`src/rtl/cylon_pkg.sv`:
```
// ============================================================================
//  Module      : cylon_pkg
//  Description : Shared state encoding and default sizing for the cylon scanner.
//  Revision    : 1.0
// ============================================================================
`default_nettype none

package cylon_pkg;

    typedef enum logic [1:0] {
        IDLE     = 2'd0,
        SWEEP_UP = 2'd1,
        SWEEP_DN = 2'd2
    } state_t;

    localparam int c_TICK_COUNT_DEFAULT = 10000;
    localparam int c_NUM_POS_DEFAULT    = 8;

endpackage

`default_nettype wire

```
`src/rtl/cylon_prescaler.sv`:
```
// ============================================================================
//  Module      : cylon_prescaler
//  Description : Free-running step prescaler; wrap marks the last cycle of a step.
//  Revision    : 1.0
// ============================================================================
`default_nettype none

module cylon_prescaler
    import cylon_pkg::*;
#(
    parameter int TICK_COUNT = c_TICK_COUNT_DEFAULT
) (
    input  logic clk,
    input  logic rst_n,
    input  logic clr,
    input  logic en,
    output logic wrap
);

    localparam int              c_W    = (TICK_COUNT > 1) ? $clog2(TICK_COUNT) : 1;
    localparam logic [c_W-1:0]  c_LAST = c_W'(TICK_COUNT - 1);

    logic [c_W-1:0] r_cnt;

    assign wrap = en && (r_cnt == c_LAST);

    always_ff @(posedge clk or negedge rst_n) begin
        if (!rst_n) begin
            r_cnt <= '0;
        end else if (clr) begin
            r_cnt <= '0;
        end else if (en) begin
            r_cnt <= wrap ? '0 : r_cnt + c_W'(1);
        end
    end

endmodule

`default_nettype wire

```
`src/rtl/cylon_scan_ctrl.sv`:
```
// ============================================================================
//  Module      : cylon_scan_ctrl
//  Description : Back-and-forth LED scanner with pause/resume and registered outputs.
//  Revision    : 1.0
// ============================================================================
`default_nettype none

module cylon_scan_ctrl
    import cylon_pkg::*;
#(
    parameter int TICK_COUNT = c_TICK_COUNT_DEFAULT,
    parameter int NUM_POS    = c_NUM_POS_DEFAULT
) (
    input  logic               clk,
    input  logic               rst_n,
    input  logic               run,
    output logic [3:0]         pos,
    output logic [NUM_POS-1:0] pattern,
    output logic [0:1]         pair,
    output logic               sel,
    output logic               tick,
    output logic               dir
);

    localparam logic [3:0]         c_LAST_POS = 4'(NUM_POS - 1);
    localparam logic [3:0]         c_HALF     = 4'(NUM_POS / 2);
    localparam logic [NUM_POS-1:0] c_ONE      = NUM_POS'(1);

    state_t             r_state;
    logic [3:0]         r_pos;
    logic [NUM_POS-1:0] r_pattern;
    logic [0:1]         r_pair;
    logic               r_sel;
    logic               r_tick;
    logic               r_dir;

    logic               w_sweeping;
    logic               w_clr;
    logic               w_wrap;
    logic               w_step;
    logic [3:0]         w_pos_nxt;

    assign w_sweeping = (r_state == SWEEP_UP) || (r_state == SWEEP_DN);
    assign w_clr      = !w_sweeping || !run;
    // A pause request wins over a coincident wrap: no move, no tick.
    assign w_step     = w_wrap && run;

    cylon_prescaler #(
        .TICK_COUNT (TICK_COUNT)
    ) u_prescaler (
        .clk   (clk),
        .rst_n (rst_n),
        .clr   (w_clr),
        .en    (w_sweeping),
        .wrap  (w_wrap)
    );

    always_comb begin
        w_pos_nxt = r_pos;
        if (w_step) begin
            w_pos_nxt = (r_state == SWEEP_DN) ? r_pos - 4'd1 : r_pos + 4'd1;
        end
    end

    always_ff @(posedge clk or negedge rst_n) begin
        if (!rst_n) begin
            r_state   <= IDLE;
            r_pos     <= 4'd0;
            r_pattern <= c_ONE;
            r_pair    <= 2'b10;
            r_sel     <= 1'b0;
            r_tick    <= 1'b0;
            r_dir     <= 1'b0;
        end else begin
            // Image outputs are derived from the next position so they never lag pos.
            r_pos     <= w_pos_nxt;
            r_pattern <= c_ONE << w_pos_nxt;
            r_pair[0] <= (w_pos_nxt <  c_HALF);
            r_pair[1] <= (w_pos_nxt >= c_HALF);
            r_tick    <= w_step;
            case (r_state)
                IDLE: begin
                    r_sel <= run;
                    if (run) begin
                        r_state <= r_dir ? SWEEP_DN : SWEEP_UP;
                    end
                end
                SWEEP_UP: begin
                    if (!run) begin
                        r_state <= IDLE;
                        r_sel   <= 1'b0;
                    end else if (w_step && (w_pos_nxt == c_LAST_POS)) begin
                        r_state <= SWEEP_DN;
                        r_dir   <= 1'b1;
                    end
                end
                SWEEP_DN: begin
                    if (!run) begin
                        r_state <= IDLE;
                        r_sel   <= 1'b0;
                    end else if (w_step && (w_pos_nxt == 4'd0)) begin
                        r_state <= SWEEP_UP;
                        r_dir   <= 1'b0;
                    end
                end
                default: begin
                    r_state <= IDLE;
                    r_sel   <= 1'b0;
                end
            endcase
        end
    end

    assign pos     = r_pos;
    assign pattern = r_pattern;
    assign pair    = r_pair;
    assign sel     = r_sel;
    assign tick    = r_tick;
    assign dir     = r_dir;

endmodule

`default_nettype wire

```
`config.mk`:
```
export PLATFORM = sky130hd
export DESIGN_NAME = cylon_scan_ctrl
export DESIGN_NICKNAME = d
export VERILOG_FILES = /design/src/rtl/cylon_pkg.sv /design/src/rtl/cylon_prescaler.sv /design/src/rtl/cylon_scan_ctrl.sv
export SDC_FILE = /design/constraint.sdc
export NUM_CORES = 1
export LEC_CHECK = 0
export ABC_AREA = 1
export BUFFER_PORTS_ARGS = -buffer_cell sky130_fd_sc_hd__buf_2
export CAP_MARGIN = 20
export CORE_UTILIZATION = 33
export CTS_CLUSTER_SIZE = 10
export DETAILED_ROUTE_END_ITERATION = 7
export PLACE_DENSITY_LB_ADDON = 0.05
export SYNTH_ARGS = -nofsm -noshare
export SYNTH_HDL_FRONTEND = slang
export SYNTH_SLANG_ARGS = --single-unit
```
`constraint.sdc`:
```
create_clock -name clk -period 5 [get_ports clk]
set_clock_uncertainty 0.2 [all_clocks]
set_input_delay 0.75 -clock clk [delete_from_list [all_inputs] [get_ports clk]]
set_output_delay 0.75 -clock clk [all_outputs]
set_load 0.05 [all_outputs]
```
==> run_results.csv, run 1 <==
group,metric,value,unit
status,status,"completed",
timing,fin_crit_sh,0.509,
cells_and_area,antenna_cells,0,
pwr,p_total,0.733,mW
timing,hold_violations,0,
synth,synthCells,208,
die,start_util,0.347,
critical_path,rrSetupSlack,2.46,ns
critical_path,cp-start-kind,"flop",
clock_tree,cts_buffer_depth,2,
global_route,grt_pass1_wl,6090,um
route,routed_wl,3510,um
timing,relSlewSlack,0.504,
cells_and_area,syn2layout_area_growth,16.4,%
timing,fmax,0.393,GHz
run,max_cap_viol_count,0,
synth,syn_area,1780,um2
timing,finalSetupViolations,0,
critical_path,startpoint,"r_state[0]$_DFFE_PN0P_",
global_route,use_met2,0.213,
clock_tree,cts_tree,"built",
route,viasPerCell,4.61,
synth,yosysWarnings,0,
global_route,grt_max_degree,34,
critical_path,required,4.98,ns
timing,slew_violations,0,
timing,tightest_slew,0.743,ns
die,dieHeight,75.5,um
critical_path,end_kind,"flop",
pwr,max-vdd-ir-drop,0.209,mV
die,dieArea,5700,um2
synth,syn_nets,218,
synth,syn_area_per_cell,8.57,um2
clock_tree,post_cts_buffers,0,
clock_tree,numCtsBuffers,5,
clock_tree,cts_hold_buf,0,
die,coreArea,5140,um2
cells_and_area,final_util,0.404,
route,ant_nets,0,
global_route,grt.met1_usage,0.192,
global_route,grt_util_met3,0.0423,
critical_path,cp_max_fo,5,
synth,synth.distinct_cells,34,
global_route,antenna_found_initial,0,
die,row_count,26,
clock_tree,clk_latency,0.29,ns
synth,ys_ff_latch,33,
cells_and_area,final_cell_count_no_fill,304,
placement,dp_hpwl,2620,um
worst_hold_path,min-delay-start,"u_prescaler.r_cnt[0]$_DFFE_PN0P_",
clock_tree,cts-root-buf,"clkbuf_8",
cells_and_area,drive_gt1_frac,0.248,
placement,port_buffers,19,
timing,min_period,2.54,ns
pwr,p_leak,1.05,nW
placement,dp_cells,296,
timing,fin_setup_tns,0,ns
cells_and_area,nets,243,
clock_tree,cts.sinks,33,
clock_tree,cts_max_level,2,
route,dr.pass1.iters,4,
critical_path,worstPathArrival,2.52,ns
die,die_x,75.5,um
clock_tree,clk_pin_slew,0.07,ns
route,wl_per_cell,11.5,um
die,io_pins,20,
worst_hold_path,min-delay-path-class,"reg2reg",
global_route,busiest_layer,"met2",
critical_path,crit_type,"reg2reg",
global_route,grt_overflow_total,0,
global_route,track_usage,0.144,
placement,finalWeightedCongestion,0.726,
route,drc,0,
clock_tree,cts_resized,0,
global_route,grt_pass1_vias,1369,
timing,rsz0062_at_grt,"false",
route,vias,1401,
route,drt_iter0_drc,72,
critical_path,r2r-start,"r_state[0]$_DFFE_PN0P_",
synth,synth-seq-area-share,0.465,
pwr,power_density,353,nW/um2
==> layout make-up <==
| type | count | area [um2] |
|---|---|---|
| clock buffer | 5 | 68.8 |
| tap | 70 | 87.6 |
| clock inverter | 3 | 46.3 |
| sequential | 33 | 828 |
| timing repair buffer | 19 | 95.1 |
| multi-input combinational | 146 | 842 |
| inverter | 28 | 108 |
| fill | 541 | 3060 |
==> final timing paths <==
path,end,cells past startpoint
worst max-delay path,r_state[1]$_DFFE_PN0P_,16
worst min-delay path,u_prescaler.r_cnt[0]$_DFFE_PN0P_,1
worst max register to register,r_state[1]$_DFFE_PN0P_,16
worst min register to register,u_prescaler.r_cnt[0]$_DFFE_PN0P_,1
max in group asynchronous,pos[2]$_DFF_PN0_,1
min in group asynchronous,u_prescaler.r_cnt[1]$_DFFE_PN0P_,1
==> layer usage <==
layer / part of all wire / vias up
li1: - / 720
met1: 0.51 / 646
met2: 0.42 / 27
met3: 0.043 / 8
met4: 0.020 / 0
met5: 0 / -
==> where the power goes <==
group	switching, mW	total (mW)	internal, mW	leakage, nW
clock	0.107	0.256	0.149	0.0543
sequential	0.0141	0.296	0.282	0.445
combinational	0.120	0.181	0.0609	0.547
==> layout by cell type (no fill, tap or decap), types with 2 or more instances in the layout <==
cell type / count
nand3_1: 8
xnor2_1: 3
nand2_1: 46
inv_2: 5
buf_2: 19
nand4_1: 7
nand3_2: 2
xor2_1: 3
dfrtp_1: 31
o21ai_0: 6
nand2_2: 4
nor3_1: 3
inv_1: 22
nor2_2: 6
clkbuf_8: 5
nand3_4: 2
nor2_1: 23
dfstp_2: 2
a21oi_1: 11
ha_1: 7
nor2_4: 2
==> cells in the mapped netlist, drive strengths merged <==
cell type / instances / share of area
a211oi: 1 / 0.0042
a21oi: 11 / 0.031
a31oi: 1 / 0.0035
and3: 1 / 0.0042
buf: 1 / 0.0028
dfrtp: 31 / 0.44
dfstp: 2 / 0.029
ha: 7 / 0.049
inv: 28 / 0.060
nand2: 51 / 0.12
nand3: 12 / 0.053
nand3b: 1 / 0.0042
nand4: 8 / 0.032
nor2: 31 / 0.082
nor3: 4 / 0.014
nor3b: 1 / 0.0042
nor4: 2 / 0.011
o21a: 1 / 0.0042
o21ai: 7 / 0.026
or2: 1 / 0.0035
xnor2: 3 / 0.015
xor2: 3 / 0.015
==> registers in the layout, summed over array words and instances, names as in the netlist <==
register,flops
pos,4
dir,1
pair,2
r_state,2
tick,1
sel,1
u_prescaler.r_cnt,14
pattern,8
==> cell families (layout without fill, tap and decap cells) <==
| family | Yosys count | after routing | synth area share |
|---|---|---|---|
| buf+inv | 29 | 55 | 0.0632 |
| fa+ha+maj | 7 | 7 | 0.0491 |
| simple gates | 112 | 112 | 0.325 |
| xor+xnor | 6 | 6 | 0.0295 |
| compound gates | 21 | 21 | 0.0688 |
| flops | 33 | 33 | 0.465 |
==> stage by stage <==
stage	area (um2)	setup slack (ns)	hold WS, ns
floorplan	1780	2.70	0.225
global placement	1960	2.51	0.237
detailed placement	1960	2.48	0.255
CTS	2080	2.44	0.268
global route	2080	2.07	0.281
finish	2080	2.46	0.269
==> worst max-delay path, stage by stage, from the launching register on <==
cell     delay, ns
dfrtp_1       0.41
inv_1         0.13
ha_1          0.28
nand2_1       0.08
inv_1         0.07
nor2_1        0.05
ha_1          0.17
a21oi_1       0.17
inv_1         0.06
nand2_1       0.06
nand2_1       0.08
o21ai_4       0.24
nand4_2       0.16
nand2_2       0.11
nand3_2       0.07
nand2_1       0.06
nand2_1       0.05
Note: power is estimated with default switching activity, not from simulation.
==> inputs of run 2 (changes only) <==
==> constraint.sdc (replaced) <==
create_clock -name clk -period 2 [get_ports clk]
set_clock_uncertainty 0.2 [all_clocks]
set_input_delay 0.3 -clock clk [delete_from_list [all_inputs] [get_ports clk]]
set_output_delay 0.3 -clock clk [all_outputs]
set_load 0.05 [all_outputs]
==> run 2 against run 1 <==
Against the previous run:
- the flow now finishes with violations (negative setup slack)
- final area up 27%
- wire length up 13%
- critical path type unchanged
- worst hold slack worse by 0.069 ns
- sequential power rose to 2.5 times the previous value
- non-clock buffer count up 55
- first-iteration DRC count down 44%
- worst setup slack worse by 2.7 ns
- sequential share of layout area down 8.4 points
- die area unchanged
- critical path depth down 2
- clock power up 93%
==> run_results.csv, run 2 (synthesis results as in run 1) <==
group,metric,value,unit
pwr,power_density,786,nW/um2
pwr,pwr-share-seq,0.358,
die,coreArea,5140,um2
cells_and_area,nets,298,
timing,fin_hold_ws,0.200,ns
critical_path,path_buf_inv,2,
route,drt_iter0_drc,40,
timing,fin_crit_sh,1.12,
critical_path,r2r-start,"r_state[1]$_DFFE_PN0P_",
cells_and_area,nFillCells,525,
global_route,grt_pass1_wl,6760,um
cells_and_area,regMostFlops,"u_prescaler.r_cnt",
route,dr.pass1.iters,4,
critical_path,cp_max_fo,5,
critical_path,worstPathArrival,2.20,ns
critical_path,required,1.97,ns
die,dieHeight,75.5,um
critical_path,cp_slowest_stage_delay,0.45,ns
cells_and_area,antenna_cells,0,
route,vias,1569,
pwr,p_switching,0.701,mW
timing,fmax,0.448,GHz
worst_hold_path,min-delay-path-class,"in2async",
critical_path,worst_path_max_delay_cell,"dfrtp_2",
global_route,track_usage,0.159,
pwr,pwr-share-clk,0.239,
timing,setup_ws,-0.230,ns
pwr,switching_share,0.339,
cells_and_area,final_cell_count_no_fill,359,
critical_path,r2r-end,"r_state[0]$_DFFE_PN0P_",
cells_and_area,final_common_cell,"buf_4",
global_route,antenna_found_initial,0,
cells_and_area,final_util,0.513,
route,drc,0,
placement,postPlaceCellArea,2350,um2
clock_tree,cts_buffer_depth,2,
cells_and_area,largest_reg_flops,14,
timing,slew_violations,0,
global_route,grt_max_degree,16,
clock_tree,clk_pin_slew,0.07,ns
cells_and_area,postLayoutCellArea,2640,um2
route,ant_nets,0,
pwr,p_leak,1.32,nW
pwr,intPower,1.37,mW
cells_and_area,syn2layout_area_growth,47.9,%
placement,dp_hpwl,3010,um
clock_tree,numCtsBuffers,5,
global_route,grt_overflow_total,0,
critical_path,cp_cell_sequence,"ha_4, buf_4, buf_4, xor2_2, nand3_1, nand2_1, nand2_1, nand3_2, nand2_4, nand4_2, nand2_2, nand3_2, nand2_1, nand2_1",
die,start_util,0.347,
timing,min_period,2.23,ns
timing,hold_violations,0,
die,dieArea,5700,um2
route,viasPerCell,4.37,
cells_and_area,drive_gt1_frac,0.488,
route,wl_per_cell,11.1,um
clock_tree,cts_max_level,2,
status,status,"complete, but fails checks",
placement,port_buffers,19,
clock_tree,cts_tree,"built",
clock_tree,clk_latency,0.28,ns
die,die_x,75.5,um
timing,relSlewSlack,0.828,
status,violations,"negative setup slack",
pwr,p_comb_frac,0.403,
critical_path,crit_type,"reg2reg",
critical_path,rrSetupSlack,-0.23,ns
clock_tree,cts-root-buf,"clkbuf_8",
critical_path,path_delay_family,"simple AND/OR/NAND/NOR gates",
die,io_pins,20,
clock_tree,cts.sinks,33,
critical_path,crit_top_cell,"nand2_1",
timing,rsz0062_at_grt,"true",
pwr,max-vdd-ir-drop,0.390,mV
die,row_count,26,
run,max_cap_viol_count,0,
cells_and_area,layout_common_cells,"buf_4, nand2_1, dfrtp_1, buf_2, nor2_1",
placement,finalWeightedCongestion,0.746,
route,routed_wl,3970,um
critical_path,cp-start-kind,"flop",
timing,tightest_slew,0.255,ns
placement,dp_cells,343,
critical_path,rr_worst_depth,14,
critical_path,end_kind,"flop",
global_route,grt_pass1_vias,1531,
timing,finalSetupViolations,13,
-- run 2: cell count changes in the layout (fill, tap and decap cells not counted), moves of 4 or more --
cell     previous run  this run
ha_1                7         3
nor2_1             23        18
buf_4               0        50
nand2_2             4        10
nand2_1            46        39
buf_6               0         4
inv_2               5         9
inv_1              22        17
-- run 2: layer usage --
metal	global-route usage	vias up	wire (um)	part of all wire
li1	-	827	-	-
met1	0.206	709	1980	0.50
met2	0.260	29	1790	0.45
met3	0.0423	4	165	0.042
met4	0.0494	0	37	0.0093
met5	0	-	0	0
-- run 2: timing repair --
item / 4_1_cts / 5_1_grt
gates resized for setup: 21 / 19
setup endpoints to repair: 14 / 22
setup buffers: 7 / 4
hold buffers: 1 / 0
hold endpoints to repair: 31 / 0
pin swaps: 14 / 18
-- run 2: final cells by class --
class | instances | area [um2] | area share
Multi-Input combinational cell | 146 | 993 | 0.377
Sequential cell | 33 | 831 | 0.315
Inverter | 28 | 113 | 0.0427
Clock buffer | 5 | 68.8 | 0.0261
Tap cell | 70 | 87.6 | 0.0332
Clock inverter | 3 | 17.5 | 0.00664
Timing Repair Buffer | 74 | 526 | 0.199
-- run 2: how the worst max path moves through the flow --
stage | from | to | slack [ns] | cells after the start
final | r_state[1]$_DFFE_PN0P_ | r_state[0]$_DFFE_PN0P_ | -0.23 | 14
after global routing | r_state[0]$_DFFE_PN0P_ | r_state[0]$_DFFE_PN0P_ | -0.42 | 16
after CTS | r_state[1]$_DFFE_PN0P_ | r_state[1]$_DFFE_PN0P_ | -0.24 | 14
after detailed placement | r_state[1]$_DFFE_PN0P_ | r_state[0]$_DFFE_PN0P_ | -0.29 | 13
after global placement | r_state[0]$_DFFE_PN0P_ | r_state[0]$_DFFE_PN0P_ | -0.30 | 15
after floorplan | r_state[0]$_DFFE_PN0P_ | r_state[1]$_DFFE_PN0P_ | -0.15 | 16
-- run 2: stage by stage --
stage,setup WS [ns],power (mW),TNS (ns)
CTS,-0.242,2.03,-2.13
global route,-0.416,2.22,-3.97
detailed placement,-0.287,1.43,-1.82
finish,-0.230,2.07,-1.84
floorplan,-0.152,1.15,-0.448
global placement,-0.302,1.43,-1.87
-- run 2: power by group through the flow --
stage                     clock [mW]  combinational [mW]  sequential (mW)
after floorplan                    0               0.369            0.777
after global placement             0               0.680            0.749
after detailed placement           0               0.678            0.751
after CTS                      0.513               0.783            0.738
after global routing           0.548               0.927            0.749
final                          0.495               0.834            0.742
